File: src/rtl/mem_arbiter.sv
// mem_arbiter: round-robin I/D cache line-burst arbiter for a shared synchronous SRAM
module mem_arbiter #(
    parameter int ADDR_W     = 16,
    parameter int DATA_W     = 32,
    parameter int LINE_WORDS = 4
) (
    input  logic                          clk,
    input  logic                          rst,
    input  logic                          i_req,
    input  logic [ADDR_W-1:0]             i_addr,
    output logic [DATA_W-1:0]             i_rd_data,
    output logic                          i_rd_valid,
    output logic [$clog2(LINE_WORDS)-1:0] i_rd_idx,
    output logic                          i_done,
    input  logic                          d_req,
    input  logic                          d_we,
    input  logic [ADDR_W-1:0]             d_addr,
    input  logic [DATA_W-1:0]             d_wr_data,
    output logic [$clog2(LINE_WORDS)-1:0] d_wr_idx,
    output logic [DATA_W-1:0]             d_rd_data,
    output logic                          d_rd_valid,
    output logic [$clog2(LINE_WORDS)-1:0] d_rd_idx,
    output logic                          d_done,
    output logic                          busy,
    output logic [ADDR_W-1:0]             rdaddress,
    output logic                          rden,
    output logic [ADDR_W-1:0]             wraddress,
    output logic                          wren,
    output logic [DATA_W-1:0]             write_data,
    input  logic [DATA_W-1:0]             read_data
);
    localparam int IW = $clog2(LINE_WORDS);
    localparam int OW = IW + 2;
    localparam logic [IW-1:0] KLAST = IW'(LINE_WORDS - 1);
    localparam logic [ADDR_W-1:0] LMASK = {{(ADDR_W-OW){1'b1}}, {OW{1'b0}}};
    typedef enum logic [1:0] {IDLE, RD_BURST, RD_DRAIN, WR_BURST} state_t;
    state_t state, state_nx;
    logic owner, last_grant, inflight, go, grant_d, rd, wr;
    logic [IW-1:0] k, inflight_idx;
    logic [ADDR_W-1:0] base, beat_addr;
    assign go        = i_req | d_req;
    // owner/last_grant encode 1 = D side; on a tie the side not granted last wins
    assign grant_d   = d_req & (!i_req | !last_grant);
    assign beat_addr = base + ADDR_W'({k, 2'b00});
    assign rd        = state == RD_BURST;
    assign wr        = state == WR_BURST;
    always_comb begin
        state_nx = state;
        case (state)
            IDLE:     state_nx = go ? ((grant_d && d_we) ? WR_BURST : RD_BURST) : IDLE;
            RD_BURST: state_nx = (k == KLAST) ? RD_DRAIN : RD_BURST;
            RD_DRAIN: state_nx = IDLE;
            WR_BURST: state_nx = (k == KLAST) ? IDLE : WR_BURST;
            default:  state_nx = IDLE;
        endcase
    end
    always_ff @(posedge clk) begin
        if (rst) begin
            state        <= IDLE;
            k            <= '0;
            owner        <= 1'b0;
            last_grant   <= 1'b1;
            base         <= '0;
            inflight     <= 1'b0;
            inflight_idx <= '0;
        end else begin
            state        <= state_nx;
            inflight     <= rd;
            inflight_idx <= k;
            k            <= (state == IDLE) ? '0 : k + 1'b1;
            if (state == IDLE && go) begin
                owner      <= grant_d;
                last_grant <= grant_d;
                base       <= (grant_d ? d_addr : i_addr) & LMASK;
            end
        end
    end
    assign busy       = state != IDLE;
    assign rden       = rd;
    assign rdaddress  = rd ? beat_addr : '0;
    assign wren       = wr;
    assign wraddress  = wr ? beat_addr : '0;
    assign d_wr_idx   = wr ? k : '0;
    assign write_data = wr ? d_wr_data : '0;
    assign i_rd_valid = inflight & !owner;
    assign d_rd_valid = inflight & owner;
    assign i_rd_data  = i_rd_valid ? read_data : '0;
    assign d_rd_data  = d_rd_valid ? read_data : '0;
    assign i_rd_idx   = i_rd_valid ? inflight_idx : '0;
    assign d_rd_idx   = d_rd_valid ? inflight_idx : '0;
    assign i_done     = (state == RD_DRAIN) & !owner;
    assign d_done     = ((state == RD_DRAIN) & owner) | (wr & (k == KLAST));
endmodule

File: config.mk
export PLATFORM = sky130hd
export DESIGN_NAME = mem_arbiter
export DESIGN_NICKNAME = d
export VERILOG_FILES = /design/src/rtl/mem_arbiter.sv
export SDC_FILE = /design/constraint.sdc
export NUM_CORES = 1
export LEC_CHECK = 0
export BUFFER_PORTS_ARGS = -buffer_cell sky130_fd_sc_hd__buf_2
export CORE_AREA = 2 2 93 95
export CTS_CLUSTER_DIAMETER = 50
export DETAILED_ROUTE_END_ITERATION = 12
export DIE_AREA = 0 0 95 97
export GPL_TIMING_DRIVEN = 0
export PLACE_DENSITY = 0.68
export SYNTH_ARGS = -nofsm -noshare
export SYNTH_HDL_FRONTEND = slang
export SYNTH_SLANG_ARGS = --single-unit
File: constraint.sdc
create_clock -name clk -period 2.8 [get_ports clk]
set_input_delay 0.56 -clock clk [delete_from_list [all_inputs] [get_ports clk]]
set_output_delay 0.56 -clock clk [all_outputs]
set_load 0.03 [all_outputs]
==> qor.yml, run 1 <==
outcome:
  status: "complete, no violations"
sta:
  period_share_pct: 80.2
  slew_violations: 0
  skew_ps: 2.80
  setup-violations-final: 0
  worstMarginPinSlew_ps: 650
  relSlewSlack_pct: 56.7
  min_period_ps: 2240
  rsz0062_at_grt: "no"
  timing.fmax_mhz: 445
  finalHoldViolCount: 0
  tns_ps: 0
power_and_ir_drop:
  ir_drop_mv: 0.211
  power_density_nw_per_um2: 321
  leakage_uw: 0.00224
  power_uw: 1070
global_route:
  grt-ovfl-total: 0
  grt_pass1_wl_um: 13000
  grt_max_degree: 12
  grt_pass1_vias: 2505
  antenna_found_initial: 3
  track_usage_pct: 17.9
worst_hold_path:
  whs_path_depth: 2
  hp-class: "primary input to flop"
worst_setup_path:
  r2r_slack_ps: 1460
  setup.worst_path.end_class: "output pin"
  worstPathRequired_ps: 2240
  critPathKind: "flop to output pin"
  critPathArrivalTime_ps: 1680
  cp_max_fo: 10
  crit_slowest_cell: "dfxtp_1"
  cp_cell_sequence: "and2b_1, clkbuf_1, and2_1, buf_2"
  reg2reg_depth: 6
  critPathLaunchType: "flop"
  slowest_delay_ps: 470
placed_design:
  place.gp.congestion: 0.818
  portBuffers: 229
  place_hpwl_um: 7510
  place_inst: 603
yosys:
  yosysWarnings: 0
  ys_seq_elements: 21
  seq_area_frac_synth_pct: 21.0
  syn_area_per_cell_um2: 7.52
  synth_cell_types: 32
  synth_cells: 266
  netlist_area_um2: 2000
cells_and_area:
  instances_no_fill: 607
  final_common_cell: "buf_2"
  drive_above_1_share_pct: 53.0
  diodes: 0
  layout.nets: 605
  final_cell_mix: "buf_2 (231), and3_1 (80), and2_1 (50)"
  area_growth_pct: 66.7
clock_tree:
  cts.sinks: 21
  clk_pin_slew_worst_paths_ps: 80
  h-tree-depth: 1
  clockBufferDepth: 2
  cts_buffers: 3
  cts-root-buf: "clkbuf_8"
  clock_latency_ps: 260
  cts_hold_buf: 0
  cts_resized: 0
  cts_tree: "yes"
  postCtsSetupBuffers: 0
floorplan:
  die_w_um: 95
  placementRows: 33
  io_pins: 242
  core_um2: 8130
  die_area_um2: 9220
  die_h_um: 97
  start_util_pct: 24.6
routing:
  via_per_inst: 4.53
  drcViolationCount: 0
  wl_per_cell_um: 14.6
  ant_nets: 0
  drt-pass1-iter-count: 4
  drt-total-wl_um: 8880
  drt-initial-drc-count: 97
  vias: 2752
job:
  max_cap_viol_count: 0
[layer usage]
| layer | track usage, % | routed length [um] |
|---|---|---|
| met5 | 0 | 43 |
| met4 | 3.23 | 84 |
| met3 | 5.14 | 828 |
| met2 | 31.6 | 4320 |
| met1 | 21.3 | 3610 |
[worst max-delay path: cells and delay by family, from the launching register on]
| kind | cells | cell delay [ps] |
|---|---|---|
| AND/OR/NAND/NOR | 2 | 480 |
| flip-flops | 1 | 470 |
| buffers and inverters | 2 | 470 |
[cells by family (layout without fill, tap and decap cells)]
| group | Yosys count | in the layout | share of synthesized area [%] |
|---|---|---|---|
| and+or+nand+nor | 173 | 173 | 52.2 |
| buffers and inverters | 37 | 270 | 10.4 |
| AOI/OAI and AO/OA | 32 | 32 | 15.1 |
| DFF | 21 | 21 | 21.0 |
| adders and majority gates | 1 | 1 | 0.625 |
| other | 1 | 4 | 0.187 |
| muxes | 1 | 1 | 0.500 |
[stage by stage]
stage               util [%]  cell area [um^2]  setup WS, ps  hold slack (ps)
floorplan                  -              2010           832              448
global placement        40.4              3290           809              506
detailed placement      40.4              3290           799              506
CTS                     41.0              3330           500              469
global route            41.0              3330           378              478
finish                  41.0              3330           555              477
[power by group]
part | internal [uW] | total [uW] | switching (uW)
Combinational | 191 | 513 | 322
Sequential | 331 | 356 | 25.1
Clock | 101 | 201 | 100
Total | 623 | 1070 | 448
[layout make-up]
class | count | area, um^2
Clock buffer | 4 | 45.0
Tap cell | 105 | 131
Timing Repair Buffer | 229 | 1150
Inverter | 1 | 3.75
Sequential cell | 21 | 420
Buffer | 36 | 205
Fill cell | 870 | 4800
Multi-Input combinational cell | 211 | 1380
[synthesized netlist by cell type]
| library cell | n | area [um^2] |
|---|---|---|
| a21bo_2 | 1 | 10.0 |
| a21boi_4 | 1 | 18.8 |
| a21oi_1 | 15 | 75.1 |
| a221o_1 | 1 | 10.0 |
| a221oi_2 | 1 | 15.0 |
| a311oi_1 | 2 | 17.5 |
| a311oi_2 | 10 | 150 |
| and2_1 | 50 | 313 |
| and2b_1 | 2 | 15.0 |
| and3_1 | 80 | 500 |
| buf_1 | 1 | 3.75 |
| buf_2 | 2 | 10.0 |
| buf_4 | 8 | 60.1 |
| buf_6 | 5 | 56.3 |
| clkbuf_1 | 20 | 75.1 |
| conb_1 | 1 | 3.75 |
| dfxtp_1 | 21 | 420 |
| ha_1 | 1 | 12.5 |
| inv_2 | 1 | 3.75 |
| mux2i_1 | 1 | 10.0 |
| nand2_1 | 25 | 93.8 |
| nand2_2 | 2 | 12.5 |
| nand2b_1 | 1 | 6.26 |
| nand3b_1 | 1 | 7.51 |
| nor2_1 | 1 | 3.75 |
| nor2_4 | 1 | 11.3 |
| nor2_8 | 1 | 20.0 |
| nor2b_1 | 5 | 31.3 |
| nor3_1 | 1 | 5.00 |
| nor3b_1 | 2 | 15.0 |
| o21ai_0 | 1 | 5.00 |
| or2_4 | 1 | 8.76 |
[flip-flops by register name (all words and copies together) (netlist names)]
register / count
last_grant: 1
state: 2
base: 12
inflight: 1
inflight_idx: 2
owner: 1
k: 2
[worst paths after layout]
| path | startpoint | end |
|---|---|---|
| min reg2reg | k[1] | inflight_idx[1] |
| max reg2reg | state[1] | base[6] |
| min | rst | inflight_idx[1] |
| max | inflight | i_rd_data[7] |
(Power assumes the default switching activity.)
==> run 2: changes to the inputs <==
Settings changed: PLACE_DENSITY 0.68 to 0.7.
Clock period 2.8 ns to 1.9 ns, I/O delays scaled along.
==> run 2 against run 1 <==
Via count rose by 1.2%. Final cell count rose by 0.66%. Global-route usage fell by 0.18 points.
==> qor.yml, run 2 (synthesis gave the netlist of run 1 again) <==
power_and_ir_drop:
  sequentialPowerShare_pct: 32.7  # was 33.2%
  ir_drop_mv: 0.265  # was 0.211 mV
  clkPwrFrac_pct: 18.6  # was 18.8%
  p_int_uw: 935  # was 623 uW
  p_switching_uw: 672  # was 448 uW
  power_density_nw_per_um2: 473  # was 321 nW/um^2
  combPwrFrac_pct: 48.7  # was 48.0%
  leakage_uw: 0.00230  # was 0.00224 uW
  switching_share_pct: 41.8  # about the same
sta:
  hold_ws_ps: 292  # was 477 ps
  worstMarginPinSlew_ps: 631  # was 650 ps
  skew_ps: 5.32  # was 2.80 ps
  min_period_ps: 1830
  rsz0062_at_grt: "no"  # unchanged
  finalHoldViolCount: 0  # unchanged
  timing.fmax_mhz: 545
  slew_violations: 0  # unchanged
  relSlewSlack_pct: 57.9  # was 56.7%
  setup-violations-final: 0  # unchanged
  period_share_pct: 96.5
routing:
  ant_nets: 0  # unchanged
  drcViolationCount: 0  # unchanged
  vias: 2785  # was 2,752
  drt-pass1-iter-count: 5  # was 4
  wl_per_cell_um: 14.6  # about the same
  via_per_inst: 4.56  # was 4.53
  drt-initial-drc-count: 87  # was 97
  drt-total-wl_um: 8900  # was 8880 um
worst_setup_path:
  crit_end: "rdaddress[11]"  # was i_rd_data[7]
  cp_max_fo: 10  # unchanged
  critPathTopFamily: "buffers and inverters"  # was simple AND/OR/NAND/NOR gates
  slowest_delay_ps: 330  # was 470 ps
  cp_num_buf_inv: 3  # was 2
  critPathArrivalTime_ps: 1450  # was 1680 ps
  cp_num_cells: 5  # was 4
  r2r_slack_ps: 460  # was 1460 ps
  crit_start: "state[1]"  # was inflight
  critPathKind: "flop to output pin"  # unchanged
  critPathLaunchType: "flop"  # unchanged
  worstReg2RegStart: "state[1]"  # unchanged
  setup.worst_path.end_class: "output pin"  # unchanged
  cp_cell_sequence: "buf_6, and2b_2, buf_4, and2_1, buf_2"  # was and2b_1, clkbuf_1, and2_1, buf_2
  crit_slowest_cell: "dfxtp_1"  # unchanged
  reg2reg_depth: 7  # was 6
  worstPathRequired_ps: 1520  # was 2240 ps
  regToRegEndpoint: "base[9]"  # was base[6]
clock_tree:
  cts-root-buf: "clkbuf_8"  # unchanged
  cts.sinks: 21  # unchanged
  cts_tree: "yes"  # unchanged
  clock_latency_ps: 270  # was 260 ps
  h-tree-depth: 1  # unchanged
  cts_buffers: 3  # unchanged
  clk_pin_slew_worst_paths_ps: 70  # was 80 ps
  clockBufferDepth: 2  # unchanged
global_route:
  grt_pass1_wl_um: 13000  # about the same
  grt_max_degree: 13  # was 12
  track_usage_pct: 17.7  # was 17.9%
  grt_pass1_vias: 2575  # was 2,505
  grt-ovfl-total: 0  # unchanged
  antenna_found_initial: 1  # was 3
floorplan:
  core_um2: 8130  # unchanged
  die_area_um2: 9220  # unchanged
  die_h_um: 97  # unchanged
  start_util_pct: 24.6  # unchanged
  die_w_um: 95  # unchanged
  io_pins: 242  # unchanged
  placementRows: 33  # unchanged
cells_and_area:
  drive_above_1_share_pct: 56.0  # was 53.0%
  area_growth_pct: 69.8  # was 66.7%
  multiInputGateArea_um2: 1390  # was 1380 um^2
  instances_no_fill: 611  # was 607
  largest_register_ffs: 12  # unchanged
  fillers: 859  # was 870
  final_common_cell: "buf_2"  # unchanged
  regMostFlops: "base"  # unchanged
  final_cell_mix: "buf_2 (230), and3_1 (80), and2_1 (50)"  # was buf_2 (231), and3_1 (80), and2_1 (50)
  fin_util_pct: 41.8  # was 41.0%
  layout.nets: 608  # was 605
  seq_area_um2: 424  # was 420 um^2
placed_design:
  place_inst: 603  # unchanged
  place.gp.congestion: 0.819  # was 0.818
  place_hpwl_um: 7440  # was 7510 um
  portBuffers: 229  # unchanged
worst_hold_path:
  hp-class: "primary input to flop"  # unchanged
outcome:
  status: "complete, no violations"  # unchanged
job:
  max_cap_viol_count: 0  # unchanged
==> run 2: cell count changes in the layout (fill, tap and decap cells not counted), sizes merged <==
cell / before / now
buf: 245 / 250
clkbuf: 24 / 21
clkinv: 0 / 1
diode: 0 / 1
==> run 2: worst min-delay path by stage <==
| stage | from | to | cells after the start |
|---|---|---|---|
| after floorplan | k[0] | k[0] | 1 |
| after global placement | k[1] | inflight_idx[1] | 1 |
| after detailed placement | k[1] | inflight_idx[1] | 1 |
| after CTS | rst | inflight_idx[1] | 2 |
| after global routing | rst | inflight_idx[1] | 2 |
| final | rst | inflight_idx[1] | 2 |
==> run 2: metrics by stage <==
step	setup WS, ps	cell area, um^2	total power [uW]	setup TNS (ps)
final	65.6	3400	1610	0
after floorplan	112	2010	1030	0
after detailed placement	-4.76	3290	1300	-13.5
after global routing	1.38	3400	1700	0
after CTS	3.26	3370	1610	0
after global placement	58.0	3290	1280	0
==> run 2: power by group through the flow <==
| stage | clock network (uW) | registers (uW) | logic, uW |
|---|---|---|---|
| after global placement | 0 | 533 | 748 |
| after detailed placement | 0 | 535 | 763 |
| final | 299 | 526 | 782 |
| after global routing | 327 | 534 | 844 |
| after CTS | 308 | 526 | 777 |
| after floorplan | 0 | 520 | 506 |
==> run 2: layer usage <==
metal / global-route usage (%) / up-vias / share of wire [%]
met5: 0 / - / 0
met4: 3.90 / 0 / 0.67
met3: 2.73 / 5 / 7.1
met2: 33.1 / 131 / 52
met1: 20.6 / 1263 / 40
li1: - / 1386 / -
==> run 2: worst register-to-register path, delay by kind of cell, from the launching register on <==
kind            cells  cell delay [ps]
buf+inv             4              550
simple gates        2              330
flops               1              310
compound gates      1              110
==> run 2: cell type report <==
| type | instances | area share [%] |
|---|---|---|
| multi-input combinational | 211 | 40.8 |
| timing repair buffer | 232 | 34.5 |
| sequential | 21 | 12.5 |
| buffer | 36 | 6.85 |
| tap | 105 | 3.87 |
| clock buffer | 3 | 1.22 |
| clock inverter | 1 | 0.147 |
| inverter | 1 | 0.110 |
| antenna | 1 | 0.0737 |
==> run 2: timing repair <==
item,in CTS,in global routing
buffers inserted,2,1
hold buffers,0,0
setup endpoints to repair,68,66
gates cloned,0,0
gates resized for setup,13,14
==> run 3: changes to the inputs <==
Settings changed: RECOVER_POWER set to 50.
==> run 3 against run 2 <==
Die area did not move. Highest routed layer unchanged. Largest power group unchanged. Largest cell class unchanged. Clock power increased by 2%. Critical path type unchanged. Combinational power fell by 4.3%. Fmax up 0.30%.
==> qor.yml, run 3 (synthesis gave the netlist of run 1 again) <==
power_and_ir_drop:
  leakage_uw: 0.00221  # was 0.00230 uW
  sequentialPowerShare_pct: 33.2  # was 32.7%
  ir_drop_mv: 0.257  # was 0.265 mV
  clkPwrFrac_pct: 19.4  # was 18.6%
  switching_share_pct: 42.2  # was 41.8%
  combPwrFrac_pct: 47.4  # was 48.7%
  p_switching_uw: 666  # was 672 uW
  power_density_nw_per_um2: 476  # was 473 nW/um^2
  p_int_uw: 912  # was 935 uW
worst_hold_path:
  hold_end: "inflight_idx[1]"  # unchanged
  hp-start: "rst"  # unchanged
  hp-class: "primary input to flop"  # unchanged
  whs_path_depth: 2  # unchanged
global_route:
  antenna_found_initial: 1  # unchanged
  grt-ovfl-total: 0  # unchanged
  grt_pass1_vias: 2575  # unchanged
  grt_pass1_wl_um: 13000  # unchanged
  track_usage_pct: 17.7  # unchanged
  grt_max_degree: 13  # unchanged
placed_design:
  portBuffers: 229  # unchanged
  place_inst: 603  # unchanged
  place.gp.congestion: 0.819  # unchanged
  place_hpwl_um: 7440  # unchanged
cells_and_area:
  layout.nets: 608  # unchanged
  multiInputGateArea_um2: 1340  # was 1390 um^2
  area_growth_pct: 65.9  # was 69.8%
  final_common_cell: "buf_2"  # unchanged
  final_cell_mix: "buf_2 (180), and3_1 (80), clkbuf_2 (54)"  # was buf_2 (230), and3_1 (80), and2_1 (50)
  regMostFlops: "base"  # unchanged
  largest_register_ffs: 12  # unchanged
  instances_no_fill: 611  # unchanged
  seq_area_um2: 424  # unchanged
  drive_above_1_share_pct: 53.1  # was 56.0%
  fillers: 883  # was 859
worst_setup_path:
  worstReg2RegStart: "state[1]"  # unchanged
  cp_max_fo: 10  # unchanged
  critPathArrivalTime_ps: 1450  # about the same
  r2r_slack_ps: 180  # was 460 ps
  regToRegEndpoint: "base[9]"  # unchanged
  setup.worst_path.end_class: "output pin"  # unchanged
  critPathKind: "flop to output pin"  # unchanged
  worstPathRequired_ps: 1520  # about the same
  critPathLaunchType: "flop"  # unchanged
  reg2reg_depth: 7  # unchanged
floorplan:
  die_w_um: 95  # unchanged
  die_area_um2: 9220  # unchanged
  core_um2: 8130  # unchanged
  die_h_um: 97  # unchanged
  io_pins: 242  # unchanged
  start_util_pct: 24.6  # unchanged
  placementRows: 33  # unchanged
sta:
  period_share_pct: 96.3  # was 96.5%
  worstMarginPinSlew_ps: 651  # was 631 ps
  min_period_ps: 1830  # about the same
  hold_ws_ps: 323  # was 292 ps
  setup-violations-final: 0  # unchanged
  finalHoldViolCount: 0  # unchanged
  slew_violations: 0  # unchanged
  rsz0062_at_grt: "no"  # unchanged
  skew_ps: 7.78  # was 5.32 ps
  relSlewSlack_pct: 56.2  # was 57.9%
  timing.fmax_mhz: 547  # was 545 MHz
clock_tree:
  clockBufferDepth: 2  # unchanged
  cts-root-buf: "clkbuf_8"  # unchanged
  cts_hold_buf: 0  # unchanged
  cts_buffers: 3  # unchanged
  cts_tree: "yes"  # unchanged
  clock_latency_ps: 270  # about the same
  h-tree-depth: 1  # unchanged
  clk_pin_slew_worst_paths_ps: 80  # was 70 ps
  cts.sinks: 21  # unchanged
routing:
  drt-initial-drc-count: 83  # was 87
  drt-total-wl_um: 8880  # was 8900 um
  vias: 2788  # was 2,785
  drcViolationCount: 0  # unchanged
  ant_nets: 0  # unchanged
  wl_per_cell_um: 14.5  # was 14.6 um
  via_per_inst: 4.56  # about the same
  drt-pass1-iter-count: 4  # was 5
outcome:
  status: "complete, no violations"  # unchanged
job:
  max_cap_viol_count: 0  # unchanged
==> run 3: cell type report <==
| cell class | instances | area share, % |
|---|---|---|
| Sequential cell | 21 | 12.8 |
| Clock buffer | 3 | 1.24 |
| Buffer | 36 | 6.41 |
| Timing Repair Buffer | 232 | 35.0 |
| Tap cell | 105 | 3.96 |
| Antenna cell | 1 | 0.0754 |
| Multi-Input combinational cell | 211 | 40.3 |
| Clock inverter | 1 | 0.151 |
| Inverter | 1 | 0.113 |
==> run 3: worst max-delay path by stage <==
stage	start	to	slack [ps]	depth (start not counted)
floorplan	state[1]	i_done	110	3
global placement	inflight	i_rd_data[2]	60	4
detailed placement	inflight	i_rd_data[14]	-5	4
CTS	state[0]	wraddress[10]	3	4
global route	state[0]	write_data[17]	1	4
finish	state[1]	rdaddress[11]	70	5
==> run 3: critical path, stage by stage (launching register included) <==
cell and delay, ps:
dfxtp_1 310, buf_6 130, and2b_1 240, buf_4 180, and2_1 130, buf_2 190
==> run 3: power by group through the flow <==
stage	Clock [uW]	Sequential, uW	Combinational, uW
floorplan	0	520	506
global placement	0	533	748
detailed placement	0	535	763
CTS	308	526	777
global route	327	532	810
finish	306	524	748
==> run 3: metal layers <==
layer  track usage [%]  vias up  routed length (um)
li1                  -     1386                   -
met1              20.6     1266                3580
met2              33.1      131                4610
met3              2.73        5                 637
met4              3.90        0                  57
met5                 0        -                   0
==> run 3: what timing repair did <==
item,CTS,global route
resized for setup,13,14
setup endpoints to repair,68,66
setup buffers,2,1
==> run 3: stage by stage <==
step           TNS [ps]  utilization, %  setup WS, ps  instance area, um^2  power [uW]
6_report              0            40.8          71.2                 3320        1580
5_1_grt               0            40.8          1.35                 3320        1670
4_1_cts               0            41.4          3.26                 3370        1610
3_5_place_dp      -13.5            40.4         -4.76                 3290        1300
3_3_place_gp          0            40.4          58.0                 3290        1280
2_1_floorplan         0               -           112                 2010        1030
